File: config.mk
export PLATFORM = sky130hd
export DESIGN_NAME = accumulator_sequencer_flat
export DESIGN_NICKNAME = d
export VERILOG_FILES = /design/src/rtl/accumulator_sequencer_if.sv /design/src/rtl/accumulator_sequencer.sv /design/src/flat_wrapper.sv
export SDC_FILE = /design/constraint.sdc
export NUM_CORES = 1
export LEC_CHECK = 0
export BUFFER_PORTS_ARGS = -buffer_cell sky130_fd_sc_hd__buf_2
export CAP_MARGIN = 0
export CELL_PAD_IN_SITES_DETAIL_PLACEMENT = 1
export CELL_PAD_IN_SITES_GLOBAL_PLACEMENT = 1
export CORE_UTILIZATION = 36
export DETAILED_ROUTE_END_ITERATION = 6
export GPL_TIMING_DRIVEN = 0
export PLACE_DENSITY = 0.8
export SETUP_SLACK_MARGIN = 0.2
export SLEW_MARGIN = 20
export SYNTH_ARGS = -nofsm -noshare
export SYNTH_HDL_FRONTEND = slang
export SYNTH_SLANG_ARGS = --single-unit
File: constraint.sdc
create_clock -name clk -period 1.7 [get_ports clk]
set_input_delay 0.255 -clock clk [delete_from_list [all_inputs] [get_ports clk]]
set_output_delay 0.255 -clock clk [all_outputs]
set_load 0.02 [all_outputs]
File: src/rtl/accumulator_sequencer_if.sv
// Command handshake plus datapath control bundle for accumulator_sequencer.
//   master : command source / datapath side (drives cmd_*, zf_in)
//   slave  : the sequencer (drives cmd_ready, bus_data, ctl_*, done, result_zf, op_count)
interface accumulator_sequencer_if #(
    parameter int unsigned DATA_W = 8
);
    localparam int unsigned CNT_W = 8;

    logic               cmd_valid;
    logic               cmd_ready;
    logic [1:0]         cmd_op;
    logic [DATA_W-1:0]  cmd_data;
    logic [DATA_W-1:0]  bus_data;
    logic               ctl_load_bus;
    logic               ctl_nla;
    logic               ctl_nlb;
    logic               ctl_ea;
    logic               ctl_eu;
    logic               ctl_sub;
    logic               ctl_bus_sel;
    logic               zf_in;
    logic               done;
    logic               result_zf;
    logic [CNT_W-1:0]   op_count;

    modport master (
        output cmd_valid, cmd_op, cmd_data, zf_in,
        input  cmd_ready, bus_data, ctl_load_bus, ctl_nla, ctl_nlb, ctl_ea,
               ctl_eu, ctl_sub, ctl_bus_sel, done, result_zf, op_count
    );

    modport slave (
        input  cmd_valid, cmd_op, cmd_data, zf_in,
        output cmd_ready, bus_data, ctl_load_bus, ctl_nla, ctl_nlb, ctl_ea,
               ctl_eu, ctl_sub, ctl_bus_sel, done, result_zf, op_count
    );
endinterface

File: src/rtl/accumulator_sequencer.sv
// Microsequencer for the 8-bit adder/accumulator datapath. Accepts one
// LDA/ADD/SUB/NOP command at a time and expands it into the control-line
// sequence IDLE -> FETCH -> XFER -> [EXEC] -> DONE.
// Ports:
//   clk, rst  : clock (rising edge), asynchronous active-high reset
//   bus.slave : cmd_valid/cmd_ready/cmd_op/cmd_data handshake, bus_data and
//               ctl_* datapath controls, zf_in from the datapath, done pulse,
//               result_zf and op_count status
module accumulator_sequencer #(
    parameter int unsigned DATA_W   = 8,
    parameter bit          SHOW_BUS = 1'b0
) (
    input  logic                    clk,
    input  logic                    rst,
    accumulator_sequencer_if.slave  bus
);
    localparam int unsigned CNT_W = 8;

    localparam logic [2:0] ST_IDLE  = 3'd0;
    localparam logic [2:0] ST_FETCH = 3'd1;
    localparam logic [2:0] ST_XFER  = 3'd2;
    localparam logic [2:0] ST_EXEC  = 3'd3;
    localparam logic [2:0] ST_DONE  = 3'd4;

    localparam logic [1:0] OP_NOP = 2'b00;
    localparam logic [1:0] OP_LDA = 2'b01;
    localparam logic [1:0] OP_SUB = 2'b11;

    logic [2:0]         state_q, state_d;
    logic [1:0]         op_q, op_d;
    logic [DATA_W-1:0]  data_q, data_d;

    logic               ready_q, ready_d;
    logic               done_q, done_d;
    logic               load_bus_q, load_bus_d;
    logic               nla_q, nla_d;
    logic               nlb_q, nlb_d;
    logic               eu_q, eu_d;
    logic               sub_q, sub_d;
    logic               bus_sel_q, bus_sel_d;
    logic [DATA_W-1:0]  bus_data_q, bus_data_d;
    logic               result_zf_q;
    logic [CNT_W-1:0]   op_count_q;

    // Next-state logic, then control decode of the next state/op so the
    // registered outputs line up with the state register.
    always_comb begin
        state_d    = state_q;
        op_d       = op_q;
        data_d     = data_q;
        ready_d    = 1'b0;
        done_d     = 1'b0;
        load_bus_d = 1'b0;
        nla_d      = 1'b1;
        nlb_d      = 1'b1;
        eu_d       = 1'b0;
        sub_d      = 1'b0;
        bus_sel_d  = 1'b0;
        bus_data_d = '0;

        case (state_q)
            ST_IDLE: begin
                if (bus.cmd_valid) begin
                    op_d    = bus.cmd_op;
                    data_d  = bus.cmd_data;
                    state_d = (bus.cmd_op == OP_NOP) ? ST_DONE : ST_FETCH;
                end
            end
            ST_FETCH: state_d = ST_XFER;
            ST_XFER:  state_d = (op_q == OP_LDA) ? ST_DONE : ST_EXEC;
            ST_EXEC:  state_d = ST_DONE;
            ST_DONE:  state_d = ST_IDLE;
            default:  state_d = ST_IDLE;
        endcase

        case (state_d)
            ST_IDLE: ready_d = 1'b1;
            ST_FETCH: begin
                load_bus_d = 1'b1;
                bus_sel_d  = SHOW_BUS;
                bus_data_d = data_d;
            end
            ST_XFER: begin
                load_bus_d = 1'b1;
                bus_sel_d  = SHOW_BUS;
                bus_data_d = data_d;
                if (op_d == OP_LDA) begin
                    nla_d = 1'b0;
                end else begin
                    nlb_d = 1'b0;
                end
            end
            ST_EXEC: begin
                eu_d  = 1'b1;
                nla_d = 1'b0;
                sub_d = (op_d == OP_SUB);
            end
            ST_DONE: done_d = 1'b1;
            default: ready_d = 1'b0;
        endcase
    end

    // State, latched command and registered control outputs.
    always_ff @(posedge clk or posedge rst) begin
        if (rst) begin
            state_q     <= ST_IDLE;
            op_q        <= OP_NOP;
            data_q      <= '0;
            ready_q     <= 1'b1;
            done_q      <= 1'b0;
            load_bus_q  <= 1'b0;
            nla_q       <= 1'b1;
            nlb_q       <= 1'b1;
            eu_q        <= 1'b0;
            sub_q       <= 1'b0;
            bus_sel_q   <= 1'b0;
            bus_data_q  <= '0;
            result_zf_q <= 1'b0;
            op_count_q  <= '0;
        end else begin
            state_q    <= state_d;
            op_q       <= op_d;
            data_q     <= data_d;
            ready_q    <= ready_d;
            done_q     <= done_d;
            load_bus_q <= load_bus_d;
            nla_q      <= nla_d;
            nlb_q      <= nlb_d;
            eu_q       <= eu_d;
            sub_q      <= sub_d;
            bus_sel_q  <= bus_sel_d;
            bus_data_q <= bus_data_d;
            // ZF from EXEC is registered by the datapath, so it is valid in DONE.
            if (state_q == ST_DONE) begin
                result_zf_q <= bus.zf_in;
                if (op_q != OP_NOP) begin
                    op_count_q <= op_count_q + CNT_W'(1);
                end
            end
        end
    end

    assign bus.cmd_ready    = ready_q;
    assign bus.done         = done_q;
    assign bus.ctl_load_bus = load_bus_q;
    assign bus.ctl_nla      = nla_q;
    assign bus.ctl_nlb      = nlb_q;
    assign bus.ctl_ea       = 1'b0;
    assign bus.ctl_eu       = eu_q;
    assign bus.ctl_sub      = sub_q;
    assign bus.ctl_bus_sel  = bus_sel_q;
    assign bus.bus_data     = bus_data_q;
    assign bus.result_zf    = result_zf_q;
    assign bus.op_count     = op_count_q;
endmodule

File: src/flat_wrapper.sv
// flat-port wrapper written by rule: the top's interface ports become plain ports
module accumulator_sequencer_flat 
#(
    parameter int unsigned DATA_W   = 8,
    parameter bit          SHOW_BUS = 1'b0
)
  (clk, rst, bus_cmd_valid, bus_cmd_op, bus_cmd_data, bus_zf_in, bus_cmd_ready, bus_bus_data, bus_ctl_load_bus, bus_ctl_nla, bus_ctl_nlb, bus_ctl_ea, bus_ctl_eu, bus_ctl_sub, bus_ctl_bus_sel, bus_done, bus_result_zf, bus_op_count);
  accumulator_sequencer_if #(.DATA_W(DATA_W)) bus_i ();
  input  logic clk;
  input  logic rst;
  input wire logic [$bits(bus_i.cmd_valid)-1:0] bus_cmd_valid;
  input wire logic [$bits(bus_i.cmd_op)-1:0] bus_cmd_op;
  input wire logic [$bits(bus_i.cmd_data)-1:0] bus_cmd_data;
  input wire logic [$bits(bus_i.zf_in)-1:0] bus_zf_in;
  output wire logic [$bits(bus_i.cmd_ready)-1:0] bus_cmd_ready;
  output wire logic [$bits(bus_i.bus_data)-1:0] bus_bus_data;
  output wire logic [$bits(bus_i.ctl_load_bus)-1:0] bus_ctl_load_bus;
  output wire logic [$bits(bus_i.ctl_nla)-1:0] bus_ctl_nla;
  output wire logic [$bits(bus_i.ctl_nlb)-1:0] bus_ctl_nlb;
  output wire logic [$bits(bus_i.ctl_ea)-1:0] bus_ctl_ea;
  output wire logic [$bits(bus_i.ctl_eu)-1:0] bus_ctl_eu;
  output wire logic [$bits(bus_i.ctl_sub)-1:0] bus_ctl_sub;
  output wire logic [$bits(bus_i.ctl_bus_sel)-1:0] bus_ctl_bus_sel;
  output wire logic [$bits(bus_i.done)-1:0] bus_done;
  output wire logic [$bits(bus_i.result_zf)-1:0] bus_result_zf;
  output wire logic [$bits(bus_i.op_count)-1:0] bus_op_count;
  assign bus_i.cmd_valid = bus_cmd_valid;
  assign bus_i.cmd_op = bus_cmd_op;
  assign bus_i.cmd_data = bus_cmd_data;
  assign bus_i.zf_in = bus_zf_in;
  assign bus_cmd_ready = bus_i.cmd_ready;
  assign bus_bus_data = bus_i.bus_data;
  assign bus_ctl_load_bus = bus_i.ctl_load_bus;
  assign bus_ctl_nla = bus_i.ctl_nla;
  assign bus_ctl_nlb = bus_i.ctl_nlb;
  assign bus_ctl_ea = bus_i.ctl_ea;
  assign bus_ctl_eu = bus_i.ctl_eu;
  assign bus_ctl_sub = bus_i.ctl_sub;
  assign bus_ctl_bus_sel = bus_i.ctl_bus_sel;
  assign bus_done = bus_i.done;
  assign bus_result_zf = bus_i.result_zf;
  assign bus_op_count = bus_i.op_count;
  accumulator_sequencer #(.DATA_W(DATA_W), .SHOW_BUS(SHOW_BUS)) u_core (.clk(clk), .rst(rst), .bus(bus_i));
endmodule
# ---- After elaboration in Yosys (flattened, before gate mapping)
# Index checks and enable logic that the tools add are counted.
dict set report totals {
  in_bits 14
  reg_bits 37
  word_cells 49
}
dict set report op_classes {
  n_reduce_logical 6
  mux 18
  addsub 1
  eq_ne 11
}
# operator count
set op_table {}
lappend op_table {{two-way mux 8 bit} 3}
lappend op_table {{== test 3 x 2 -> 1 bit, second input constant} 4}
lappend op_table {{one-hot mux 3 bit (4 select lines)} 1}
lappend op_table {{two-way mux 3 bit} 3}
lappend op_table {{adder 8 x 1 -> 8 bit, second input constant} 1}
lappend op_table {{two-way mux 1 bit} 8}
lappend op_table {{== test 3 x 1 -> 1 bit, second input constant} 2}
lappend op_table {{== test 3 bit, second input constant} 2}
lappend op_table {{logical NOT 3 bit} 2}
lappend op_table {{== test 2 x 1 -> 1 bit, second input constant} 2}
lappend op_table {{two-way mux 2 bit} 2}
lappend op_table {{== test 2 bit, second input constant} 1}
lappend op_table {{logical NOT 2 bit} 1}
lappend op_table {{one-hot mux 1 bit (2 select lines)} 1}
lappend op_table {{AND reduction 2 bit} 1}
lappend op_table {{nonzero test 2 bit} 1}
lappend op_table {{OR reduction 2 bit} 1}

# ---- Logic depth before layout (Yosys ltp)
dict set report depth {
  ltp_word 7
  depth_mapped 5
  mapped_depth_nobuf 4
}

# ---- Worst setup path after synthesis
# Ideal clock, no wire load.
dict set report synth_path {
  path_type {reg-to-reg}
  from {register u_core.state_q[0]}
  to {register u_core.bus_data_q[2] (netlist: u_core.bus.bus_data[2])}
  t_arrival_ns 1.511
  slack_ns 0.050
  period_less_slack_ns 1.650
  stages_incl_launch_ff 6
  path_buffers 2
  setup_time_ns 0.139
  cell_sequence {dfrtp_1 > buf_4 > nor4b_4 > buf_4 > mux2_2 > nor2b_1}
}
# element line_no
set synth_lines {}
lappend synth_lines {{start: declaration} accumulator_sequencer.sv:29} ;# logic [2:0] state_q, state_d;
lappend synth_lines {{start signal: assignment} accumulator_sequencer.sv:121} ;# state_q <= state_d;
lappend synth_lines {{logical NOT 3 bit} accumulator_sequencer.sv:61} ;# case (state_q)
lappend synth_lines {{two-way mux 8 bit} accumulator_sequencer.sv:61}
lappend synth_lines {{net u_core.data_d[2]} accumulator_sequencer.sv:31} ;# logic [DATA_W-1:0] data_q, data_d;
lappend synth_lines {{two-way mux 8 bit} accumulator_sequencer.sv:76} ;# case (state_d)
lappend synth_lines {{net u_core.bus_data_d[2]} accumulator_sequencer.sv:41} ;# logic [DATA_W-1:0] bus_data_q, bus_data_d;
lappend synth_lines {{end signal: assignment} accumulator_sequencer.sv:132} ;# bus_data_q <= bus_data_d;
lappend synth_lines {{end: declaration} accumulator_sequencer.sv:41}
# The timed path passes the listed nets, and every way through them passes these cells.
# A chain may end at the register's enable or synchronous reset.

# ---- Worst setup path after layout
dict set report layout_path {
  from {register u_core.state_q[0]}
  to {register u_core.op_count_q[1] (netlist: u_core.bus.op_count[1])}
}
dict set report layout_via {
  elab_chain_len 2
}
# element line_no
set layout_rtl {}
lappend layout_rtl {{== test 3 bit} accumulator_sequencer.sv:134} ;# if (state_q == ST_DONE) begin
lappend layout_rtl {{AND reduction 2 bit (no source line)} n/a}
lappend layout_rtl {{end signal: assignment} accumulator_sequencer.sv:137} ;# op_count_q <= op_count_q + CNT_W'(1);
lappend layout_rtl {{end: declaration} accumulator_sequencer.sv:43} ;# logic [CNT_W-1:0] op_count_q;
# Every way passes these cells.

==> metrics.md <==
| Metric | Value |
|---|---|
| FMAX | 0.641 GHz |
| Worst slack, placed | -0.0510 ns |
| Main combinational cell family by area after synthesis | simple AND/OR/NAND/NOR gates |
| WL/cell | 15.3 um |
| CP Cell Sequence | buf_6, or3b_4, buf_6, nor2_4, mux2_4 |
| CTS Sinks | 37 |
| Die outline area | 4400 um2 |
| Count of final hold-check violations | 0 |
| Area Overhead vs Synth | 40.9% |
| Row Count | 23 |
| Status | finished, final reports clean |
| # setup viols final | 0 |
| ANT cells | 0 |
| Antenna viol nets, final | 0 |
| Post-synthesis sequential area ratio | 62.3% |
| Simple-gate share of the synthesized area | 16.7% |
| Critical Path Start | u_core.state_q[0] |
| Post-Synth XOR/XNOR Area | 4.11% |
| Max-cap viol count | 0 |
| Final WL | 3370 um |
| Post-DP Area | 1780 um2 |
| DRC | 0 |
| CP max-delay cell | dfrtp_1 |
| Vias in the first global route | 1093 |
| Power after layout | 4.09 mW |
| Part of the power in the clock network | 19.1% |
| PortBufs | 37 |
| DP Cell Count | 200 |
| PnR worst setup slack | 0.139 ns |
| Part of the power in registers | 36.5% |
| Gpl congestion | 0.724 |
| CP most frequent cell | buf_6 |
| H-tree lvl count | 2 |
| CP Class | flip-flop to flip-flop |
| CP Max Fanout | 8 |
| Fraction of the mapped netlist area in adder cells | 0.839% |
| Cells after Synth | 112 |
| Die height | 66.4 um |
| Worst VDD drop | 0.820 mV |
| GRT Total Usage | 16.4% |
| Gate power share | 44.4% |
| Post-synth EDFFs | 0 |
| Commonest non-fill, non-tap cells in the layout | buf_2 (37), dfrtp_1 (32), buf_4 (13), mux2_4 (10), nor2b_4 (7) |
| Post-DP HPWL | 2190 um |
| Lkg Pwr | 1.10 nW |
| Switching part of the total | 35.2% |
| Commonest non-fill, non-tap cell in the layout | buf_2 |
| Worst path required time | 1.87 ns |
| Worst-Skew Late Latency | 0.29 ns |
| Worst-path clk slew | 0.07 ns |
| Fraction of layout cells with a size suffix above 1 | 55.9% |
| Hold WC Path Type | primary input to asynchronous set/reset pin |
| Synth cell types | 30 |
| Synth warnings | 0 |
| Core area | 4000 um2 |
| Vias per Instance | 4.79 |
| RSZ-0062 raised after global routing | yes |
| Congestion Overflow GR | 0 |
| Finished Cell Area | 2100 um2 |
| Die W | 66.4 um |
| Internal power | 2.65 mW |
| First-pass iteration count of the detailed router | 3 |
| IO Count | 40 |
| CTS max path bufs | 2 |
| Post-synthesis compound-gate area fraction | 3.19% |
| Mux cell area share after synthesis | 9.06% |
| Worst Max-Slew Pin Slew | 0.756 ns |
| Pwr per Cell Area | 1950 nW/um2 |
| Vias | 1054 |
| CP Capture Type | flip-flop |
| Clock Skews | 0.00494 ns |
| Initial antenna violation count | 0 |
| CP peak stage delay | 0.38 ns |
| Initial DRC count | 21 |
| Worst R2R Setup Slack | 0.14 ns |
| Worst Setup Start Kind | flip-flop |
| CP delay by family, top | simple AND/OR/NAND/NOR gates |
| Final Cycle Share | 91.8% |
| Hold slack | 0.0957 ns |
| Fin crit period | 1.56 ns |
| Starting Density | 37.3% |
| Final cell count without fillers | 220 |
| Mean Syn Cell Area | 13.3 um2 |
| Synth Cell Area | 1490 um2 |
| CP Buf/Inv Count | 2 |
| Max_slew headroom | 49.5% |
| Async SR Flop Fraction | 100% |
| Max-slew violations | 0 |
| First-pass GRT wire length | 5230 um |
| FF+latch count, synth | 37 |
| Pin count of the biggest net entering global routing | 38 |
| Root buf cell | clkbuf_8 |
| Critical path arrival | 1.74 ns |
| Predominant post-synthesis flop cell | dfrtp_1 |
| Total CTS buffers | 5 |
| P_sw | 1.44 mW |
| CTS tree | done |
| Nets | 184 |
| RR Startpoint | u_core.state_q[0] |
-- cell usage after synthesis, types with 2 or more instances --
library cell / count / area share (%)
nor3_1: 5 / 1.7
buf_4: 4 / 2.0
o21ai_0: 4 / 1.3
nor3b_1: 2 / 1.0
dfrtp_1: 34 / 57
nor4_2: 2 / 1.7
inv_1: 3 / 0.75
dfstp_2: 3 / 5.3
nand2_1: 3 / 0.75
nor2_1: 6 / 1.5
mux2_2: 12 / 9.1
nor2b_1: 9 / 3.8
xor2_1: 6 / 3.5
nand3_1: 2 / 0.67
nand2b_1: 2 / 0.84
-- stage by stage --
| step | utilization [%] | setup TNS [ns] |
|---|---|---|
| 5_1_grt | 52.5 | 0 |
| 6_report | 52.5 | 0 |
| 2_1_floorplan | - | 0 |
| 4_1_cts | 49.5 | 0 |
| 3_5_place_dp | 44.5 | -0.193 |
| 3_3_place_gp | 44.5 | 0 |
-- power by group through the flow --
stage	clock network, mW	registers, mW	logic, mW
after CTS	0.814	1.49	1.58
after detailed placement	0	1.51	1.40
after global placement	0	1.48	1.34
after floorplan	0	1.72	0.743
final	0.782	1.49	1.82
after global routing	0.851	1.53	1.94
-- per-layer routing --
layer	track usage [%]	vias to the layer above	part of all wire [%]	routed length (um)
met5	0	-	0	0
met4	4.79	0	1.3	45
li1	-	484	-	-
met2	27.8	37	50	1690
met1	18.7	528	43	1440
met3	6.90	5	5.9	198
-- final cells by class --
type                    instances  area [um2]
fillers                       427        1900
flip-flops and latches         37         932
multi-input cells              68         652
repair buffers                 49         279
clock buffers                   7        86.3
well taps                      50        62.6
plain buffers                   5        48.8
clock inverters                 1        30.0
inverters                       3        11.3
-- worst register-to-register path: stages (launching register included) --
cell	delay [ns]
dfrtp_1	0.38
buf_6	0.13
or3b_4	0.36
buf_6	0.16
nor2_4	0.12
mux2_4	0.30
-- kinds of logic (layout without fill, tap and decap cells) --
| kind of cell | count (synthesis) | count (layout) |
|---|---|---|
| xor gates and xnor gates | 7 | 7 |
| buffers and inverters | 8 | 65 |
| and+or+nand+nor | 38 | 38 |
| adders and majority gates | 1 | 1 |
| other | 1 | 2 |
| muxes | 12 | 12 |
| AOI/OAI and AO/OA | 8 | 8 |
| DFF | 37 | 37 |
-- path summary, 6_finish.rpt --
kind / depth (start not counted) / endpoint
max in group asynchronous: 2 / u_core.state_q[1]
max: 5 / u_core.bus.op_count[1]
min reg2reg: 1 / u_core.bus.op_count[7]
max reg2reg: 5 / u_core.bus.op_count[1]
min: 2 / u_core.bus.bus_data[5]
min in group clk: 2 / u_core.bus.result_zf
-- registers in the layout (all words and copies together) (netlist names) --
register	cells
u_core.bus.bus_data	8
u_core.bus.op_count	8
u_core.data_q	8
u_core.state_q	3
u_core.op_q	2
u_core.bus.cmd_ready	1
u_core.bus.ctl_eu	1
u_core.bus.ctl_load_bus	1
u_core.bus.ctl_nla	1
u_core.bus.ctl_nlb	1
u_core.bus.ctl_sub	1
u_core.bus.done	1
u_core.bus.result_zf	1
-- repair_timing --
action / CTS / global route
pin swaps: 1 / 6
gates resized for setup: 12 / 14
setup endpoints to repair: 21 / 16
setup buffers: 5 / 7
hold buffers: 0 / 0
Note: power is estimated with default switching activity, not from simulation.
